### src/rtl/simax_pkg.sv
// Definitions shared by the systolic-array output stages: FSM state codes and
// signed narrowing with saturation.
package simax_pkg;

    localparam logic [1:0] ST_IDLE   = 2'd0;
    localparam logic [1:0] ST_STREAM = 2'd1;
    localparam logic [1:0] ST_DONE   = 2'd2;

    localparam int SAT_W = 64;

    typedef struct packed {
        logic                    sat;
        logic signed [SAT_W-1:0] data;
    } sat_res_t;

    // v is a sign-extended accumulator; the result fits in out_w bits (out_w < SAT_W).
    function automatic sat_res_t sat_narrow(input logic signed [SAT_W-1:0] v,
                                            input int                      out_w);
        sat_res_t                r;
        logic signed [SAT_W-1:0] hi;
        logic signed [SAT_W-1:0] lo;
        hi = (64'sd1 <<< (out_w - 1)) - 64'sd1;
        lo = -(64'sd1 <<< (out_w - 1));
        if (v > hi) begin
            r.data = hi;
            r.sat  = 1'b1;
        end else if (v < lo) begin
            r.data = lo;
            r.sat  = 1'b1;
        end else begin
            r.data = v;
            r.sat  = 1'b0;
        end
        return r;
    endfunction

endpackage

### src/rtl/sat_narrow.sv
// Combinational signed saturation of one ACC_W accumulator down to OUT_W.
module sat_narrow #(
    parameter int ACC_W = 24,
    parameter int OUT_W = 16
) (
    input  logic [ACC_W-1:0] acc,
    output logic [OUT_W-1:0] data,
    output logic             sat
);
    simax_pkg::sat_res_t              res;
    logic signed [simax_pkg::SAT_W-1:0] acc_ext;
    logic                             unused_hi;

    assign acc_ext = simax_pkg::SAT_W'(signed'(acc));

    always_comb begin
        res = simax_pkg::sat_narrow(acc_ext, OUT_W);
    end

    assign data      = res.data[OUT_W-1:0];
    assign sat       = res.sat;
    // Upper bits are pure sign extension once saturated.
    assign unused_hi = ^res.data[simax_pkg::SAT_W-1:OUT_W];

endmodule

### src/rtl/result_drain.sv
// Snapshots the systolic array accumulators on a store_en rising edge and
// streams them row-major, saturated and addressed, over a valid/ready port.
//
// state  | meaning
// IDLE   | waiting for a store_en rising edge to capture
// STREAM | presenting snapshot[index], advancing on each handshake
// DONE   | stream complete, waiting for store_en to drop
module result_drain
    import simax_pkg::*;
#(
    parameter int ROWS   = 2,
    parameter int COLS   = 4,
    parameter int ACC_W  = 24,
    parameter int OUT_W  = 16,
    parameter int ADDR_W = 8
) (
    input  logic                      clk,
    input  logic                      rst,
    input  logic                      store_en,
    input  logic [ROWS*COLS*ACC_W-1:0] acc_flat,
    input  logic [ADDR_W-1:0]         base_addr,
    output logic                      out_valid,
    input  logic                      out_ready,
    output logic [OUT_W-1:0]          out_data,
    output logic [ADDR_W-1:0]         out_addr,
    output logic                      out_sat,
    output logic                      out_last,
    output logic                      busy,
    output logic                      drain_done
);
    localparam int N     = ROWS * COLS;
    localparam int IDX_W = (N > 1) ? $clog2(N) : 1;
    localparam logic [IDX_W-1:0] LAST_IDX = IDX_W'(N - 1);

    logic [1:0]         state;
    logic               store_en_q;
    logic [IDX_W-1:0]   idx;
    logic [N*ACC_W-1:0] snap;
    logic [ADDR_W-1:0]  base_q;
    logic [ACC_W-1:0]   sel_acc;
    logic [OUT_W-1:0]   sat_data;
    logic               sat_flag;
    logic               streaming;

    assign streaming = (state == ST_STREAM);
    assign sel_acc   = snap[int'(idx)*ACC_W +: ACC_W];

    sat_narrow #(
        .ACC_W(ACC_W),
        .OUT_W(OUT_W)
    ) u_sat (
        .acc  (sel_acc),
        .data (sat_data),
        .sat  (sat_flag)
    );

    always_ff @(posedge clk or posedge rst) begin
        if (rst) begin
            state      <= ST_IDLE;
            store_en_q <= 1'b0;
            idx        <= '0;
            snap       <= '0;
            base_q     <= '0;
        end else begin
            store_en_q <= store_en;
            case (state)
                ST_IDLE: begin
                    if (store_en && !store_en_q) begin
                        snap   <= acc_flat;
                        base_q <= base_addr;
                        idx    <= '0;
                        state  <= ST_STREAM;
                    end
                end
                ST_STREAM: begin
                    if (out_ready) begin
                        if (idx == LAST_IDX) begin
                            idx   <= '0;
                            state <= ST_DONE;
                        end else begin
                            idx <= idx + IDX_W'(1);
                        end
                    end
                end
                ST_DONE: begin
                    if (!store_en) state <= ST_IDLE;
                end
                default: state <= ST_IDLE;
            endcase
        end
    end

    // Word fields are forced to zero outside STREAM so idle outputs are clean.
    assign out_valid  = streaming;
    assign out_data   = streaming ? sat_data : '0;
    assign out_addr   = streaming ? (base_q + ADDR_W'(idx)) : '0;
    assign out_sat    = streaming && sat_flag;
    assign out_last   = streaming && (idx == LAST_IDX);
    assign busy       = streaming;
    assign drain_done = (state == ST_DONE);

endmodule

### config.mk
export PLATFORM = sky130hd
export DESIGN_NAME = result_drain
export DESIGN_NICKNAME = d
export VERILOG_FILES = /design/src/rtl/simax_pkg.sv /design/src/rtl/sat_narrow.sv /design/src/rtl/result_drain.sv
export SDC_FILE = /design/constraint.sdc
export NUM_CORES = 1
export LEC_CHECK = 0
export CAP_MARGIN = 20
export CORE_ASPECT_RATIO = 1.5
export CORE_MARGIN = 2
export CORE_UTILIZATION = 40
export DETAILED_ROUTE_END_ITERATION = 6
export GPL_ROUTABILITY_DRIVEN = 0
export GPL_TIMING_DRIVEN = 0
export PLACE_DENSITY = 0.66
export SKIP_CTS_REPAIR_TIMING = 1
export SLEW_MARGIN = 25
export SYNTH_ARGS = -nofsm -noshare
export SYNTH_HDL_FRONTEND = slang
export SYNTH_HIERARCHICAL = 1
export SYNTH_SLANG_ARGS = --single-unit
### constraint.sdc
create_clock -name clk -period 12.7 [get_ports clk]
set_clock_uncertainty 0.05 [all_clocks]
set_input_delay 2.54 -clock clk [delete_from_list [all_inputs] [get_ports clk]]
set_output_delay 2.54 -clock clk [all_outputs]
set_load 0.05 [all_outputs]
# Yosys cells after proc, flatten, opt, wreduce, memory -nomap -nowiden
# Cells that the tools add are included.
# totals
register_bits	206
in_bits	204
# op_classes
add_sub_neg	2
n_shift	1
order_cmp	2
eq_ne	7
n_reduce_logical	9
n_mux	13
multipliers	1
# op_table
cell	count
indexed part select 192 x 9 -> 24 bit	1
2-to-1 mux 65 bit	2
> comparator 24 x 16 -> 1 bit (second input constant)	1
less-than comparator 24 x 16 -> 1 bit (second input constant)	1
2-to-1 mux 16 bit	1
2-to-1 mux 3 bit	3
adder 8 x 3 -> 8 bit	1
2-to-1 mux 2 bit	4
2-to-1 mux 8 bit	1
!= test 2 bit (second input constant)	3
case mux 2 bit (3 select lines)	1
case mux 3 bit (2 select lines)	1
multiplier 3 x 2 -> 5 bit (second input constant)	1
AND reduction 4 bit	1
adder 3 x 1 -> 3 bit (second input constant)	1
equality test 3 bit (second input constant)	1
logical AND 1 bit	3
AND reduction 3 bit	1
equality test 2 x 1 -> 1 bit (second input constant)	1
equality test 2 bit (second input constant)	1
logical NOT 2 bit	1
!= test 2 x 1 -> 1 bit (second input constant)	1
AND reduction 2 bit	1
nonzero test 2 bit	1
logical NOT 1 bit	1

# Longest topological paths before layout
# logic_depth
depth_word	6
mapped_depth	10
mapped_depth_nobuf	6

# Hierarchy
# The synthesis kept the hierarchy.
# modules_own_cells
module	seq_area_each_um2	area_each_um2	n_inst	cells_per_inst
result_drain	5154.9	9474.1	1	586
sat_narrow	0.0	300.3	1	45

# Least setup slack after synthesis
# OpenSTA, ideal clock, no wires.
# synth_path
path_kind	register to output
start	register idx[0]
end	output out_sat
n_path_buf	4
stages_incl_launch_ff	11
arrival_ps	2668
required_ps	10110
path_slack_ps	7442
path_cell_list	dfrtp_1 -> clkbuf_1 -> buf_2 -> mux4_2 -> mux2_2 -> and4_1 -> clkbuf_2 -> buf_4 -> nand3_1 -> o21a_1 -> and2_1
# synth_between
elab_chain_cells	6
# synth_rtl
element	line	rtl
start, declared	result_drain.sv:37	logic [IDX_W-1:0] idx;
start signal, assigned	result_drain.sv:81	idx <= idx + IDX_W'(1);
multiplier 3 x 2 -> 5 bit *	result_drain.sv:46	assign sel_acc = snap[int'(idx)*ACC_W +: ACC_W];
indexed part select 192 x 9 -> 24 bit *	result_drain.sv:46	
via sel_acc[18]	result_drain.sv:40	logic [ACC_W-1:0] sel_acc;
less-than comparator 24 x 16 -> 1 bit	simax_pkg.sv:27	end else if (v < lo) begin
2-to-1 mux 65 bit	simax_pkg.sv:27	
2-to-1 mux 65 bit *	simax_pkg.sv:24	if (v > hi) begin
via sat_flag	result_drain.sv:42	logic sat_flag;
logical AND 1 bit *	result_drain.sv:97	assign out_sat = streaming && sat_flag;
end, declared	result_drain.sv:26	output logic out_sat,
# Mark *: on every way through the listed nets, which the timed path passes. The rest lies on a longest branch.

# Worst setup path after layout
# layout_path
start	register idx[0]
end	output out_data[11]
# layout_between
elab_chain_cells	6
# layout_rtl
element	line	rtl
multiplier 3 x 2 -> 5 bit *	result_drain.sv:46	
indexed part select 192 x 9 -> 24 bit *	result_drain.sv:46	
via sel_acc[20]	result_drain.sv:40	
less-than comparator 24 x 16 -> 1 bit	simax_pkg.sv:27	
2-to-1 mux 65 bit	simax_pkg.sv:27	
2-to-1 mux 65 bit *	simax_pkg.sv:24	
via sat_data[11]	result_drain.sv:41	logic [OUT_W-1:0] sat_data;
2-to-1 mux 16 bit *	result_drain.sv:95	assign out_data = streaming ? sat_data : '0;
end, declared	result_drain.sv:24	output logic [OUT_W-1:0] out_data,
# Marks and branches as above.

==> out/results.tsv <==
stage	metric	value	unit
yosys	synth_top_area_share	0.5274	
yosys	ys_seq_area_frac	0.5274	
cts	h-tree-depth	1	
setup_path	end_kind	output port	
drt	antenna_left	0	
job	max-cap-violations	0	
yosys	synthArstFlopShare	1.000	
floorplan	ios	233	
floorplan	num_rows	70	
drt	vias	6424	
cts	cts.sinks	206	
setup_path	cp.required	10.11	ns
yosys	synth-xor-area-share	0.0008961	
setup_path	r2r_end	snap[62]	
drt	vias_per_cell	5.206	
power	leakagePower	5.343	nW
drt	drt_iter0_drc	244	
setup_path	crit_path_start	idx[0]	
setup_path	crit_slowest_cell	clkdlybuf4s50_1	
cts	clk_pin_slew	0.06	ns
sta	fin_crit_sh	0.5556	
sta	period_needed	7.056	ns
yosys	synth_top_cells_by_count	mux2_2, dfrtp_1, mux4_2, buf_4, and2_1	
cts	cts_buffers	22	
grt	grt_antenna_before_repair	6	
yosys	synth_fa_ha_area_frac	0.008449	
grt	grt_pass1_wl	41790	um
drt	wl	27020	um
floorplan	core	0.02417	mm^2
grt	grt_pass1_vias	7015	
grt	overflow	0	
yosys	synthSimpleGateAreaFrac	0.03559	
sta	finalHoldViolCount	0	
sta	rsz0062_at_grt	no	
floorplan	die_area	0.02573	mm^2
yosys	ys_types	33	
drt	first_pass_iters	4	
yosys	yosys_register_bits	206	
sta	setup_viol	0	
yosys	synth_top_family_by_area	multiplexers	
floorplan	die_h	195.5	um
placed_design	portBuffers	232	
power	peakVddDrop	174.0	uV
setup_path	max_stage_delay	0.74	ns
sta	setup-tns-final	0	ns
yosys	synth_edf_count	0	
final_layout	finalCoreUtilization	0.5482	
sta	max_freq	141.7	MHz
setup_path	crit_path_max_fanout	10	
yosys	synth_top_area_cell	dfrtp_1	
floorplan	initial_core_util	0.4043	
setup_path	crit_end	out_data[11]	
yosys	synth-warning-count	6	
yosys	avgSynthCellArea	15.49	um^2
floorplan	die_width	131.6	um
setup_path	cp-start-kind	register	
yosys	ys.flop_type	dfrtp_1	
final_layout	fill_cells	2093	
setup_path	crit_arrival	4.47	ns
yosys	syn_nets	841	
cts	insertion_delay	0.50	ns
setup_path	worstRegToRegCells	4	
yosys	synth_compound_gate_area_share	0.02893	
sta	hold_ws	0.4510	ns
final_layout	fin_cells	1234	
setup_path	r2r_setup_slack	10.66	ns
setup_path	r2r_start	state[0]	
cts	tritoncts	done	
sta	drv_slew	0	
yosys	yosysMostFrequentCell	mux2_2	
yosys	yosys-top-cells-area	dfrtp_1, mux2_2, mux4_2	
sta	relSlewSlack	0.4359	
cts	cts_max_path_buffers	3	
final_layout	drive_above_1_share	0.3805	
grt	grt_start_max_net_pins	94	
placed_design	dpl.cell_count	1189	
hold_path	worstHoldPathType	register to register	
status	outcome	completed	
setup_path	path_buf_inv	4	
power	power.density	268.3	mW/mm^2
yosys	syn-cell-area	0.009774	mm^2
setup_path	cp_cell_sequence	clkbuf_1 -> buf_2 -> mux4_2 -> mux2_2 -> nor4_1 -> nand2_1 -> buf_6 -> a2bb2oi_1 -> and2_1 -> clkdlybuf4s50_1	
setup_path	path_depth	10	
final_layout	fin_nets	1099	
sta	tightest_slew	0.8461	ns
yosys	synthMuxAreaShare	0.3675	
setup_path	path_class	register to output port	
final_layout	syn_to_final_growth	35.59	%
setup_path	crit_family	buffers and inverters	
yosys	synth_cells	631	
drt	drc	0	
drt	avgRoutedWirePerCell	21.89	um
grt	globalRouteTotalUtil	0.2153	
placed_design	hpwl	20190	um
cts	cts-root-buf	clkbuf_16	
==> cells in the final DEF (no fill, tap or decap), types with 8 or more instances in the layout <==
cell type | Yosys | routed
a2bb2oi_1 | 15 | 15
and2_1 | 20 | 20
buf_2 | 8 | 8
buf_4 | 25 | 25
clkbuf_1 | 9 | 16
clkbuf_16 | 0 | 23
clkdlybuf4s50_1 | 0 | 232
dfrtp_1 | 206 | 206
mux2_2 | 223 | 223
mux4_2 | 48 | 48
nand3_1 | 19 | 19
==> cell families (layout without fill, tap and decap cells) <==
group	Yosys count	after routing
buf+inv	51	324
simple gates	59	59
fa+ha+maj	6	6
flops	206	206
compound gates	37	37
mux	271	271
xor+xnor	1	1
other cells	0	6
==> sequential cells by signal, summed over array words and instances (netlist names) <==
signal,flops
base_q,8
idx,3
snap,192
state,2
store_en_q,1
==> cell type report <==
type / instances / area (um^2) / area share
Sequential cell: 206 / 5155 / 0.3890
Multi-Input combinational cell: 374 / 4314 / 0.3255
Timing Repair Buffer: 234 / 2377 / 0.1794
Clock buffer: 33 / 643.1 / 0.04853
Tap cell: 324 / 405.4 / 0.03059
Buffer: 48 / 294.0 / 0.02219
Clock inverter: 6 / 30.03 / 0.002266
Inverter: 3 / 18.77 / 0.001416
Antenna cell: 6 / 15.01 / 0.001133
==> metal layers <==
layer	up-vias	global-route usage	wire, um	share of wire
met3	45	0.03531	1165	0.043
li1	2886	-	-	-
met5	-	0	0	0
met4	0	0.07448	885	0.033
met2	175	0.3855	14410	0.53
met1	3318	0.2630	10550	0.39
==> report_power, final <==
| part | switching, mW | internal [mW] |
|---|---|---|
| sequential | 0.173 | 0.987 |
| combinational | 0.873 | 0.916 |
| clock | 0.258 | 0.349 |
==> stage by stage <==
step / total power, mW / worst slack [ns] / area (um^2)
after CTS: 3.596 / 5.543 / 13240
after global placement: 2.946 / 1.457 / 12500
final: 3.555 / 5.644 / 13250
after detailed placement: 2.977 / 6.090 / 12560
after global routing: 3.762 / 5.434 / 13250
after floorplan: 2.426 / 4.486 / 9774
==> worst min-delay path by stage <==
stage | startpoint | endpoint | slack, ns | cells past startpoint
finish | snap[90] | snap[90] | 0.45 | 1
global route | snap[15] | snap[15] | 0.46 | 1
CTS | snap[147] | snap[147] | 0.45 | 1
detailed placement | snap[147] | snap[147] | 0.44 | 1
global placement | snap[69] | snap[69] | 0.43 | 1
floorplan | snap[144] | snap[144] | 0.43 | 1
==> worst reg2reg max path, cell delays in order (launching register included) <==
cell and delay [ns]:
dfrtp_1 0.44, nor4b_4 0.41, buf_2 0.35, buf_4 0.31, mux2_2 0.37
(Power assumes the default switching activity.)
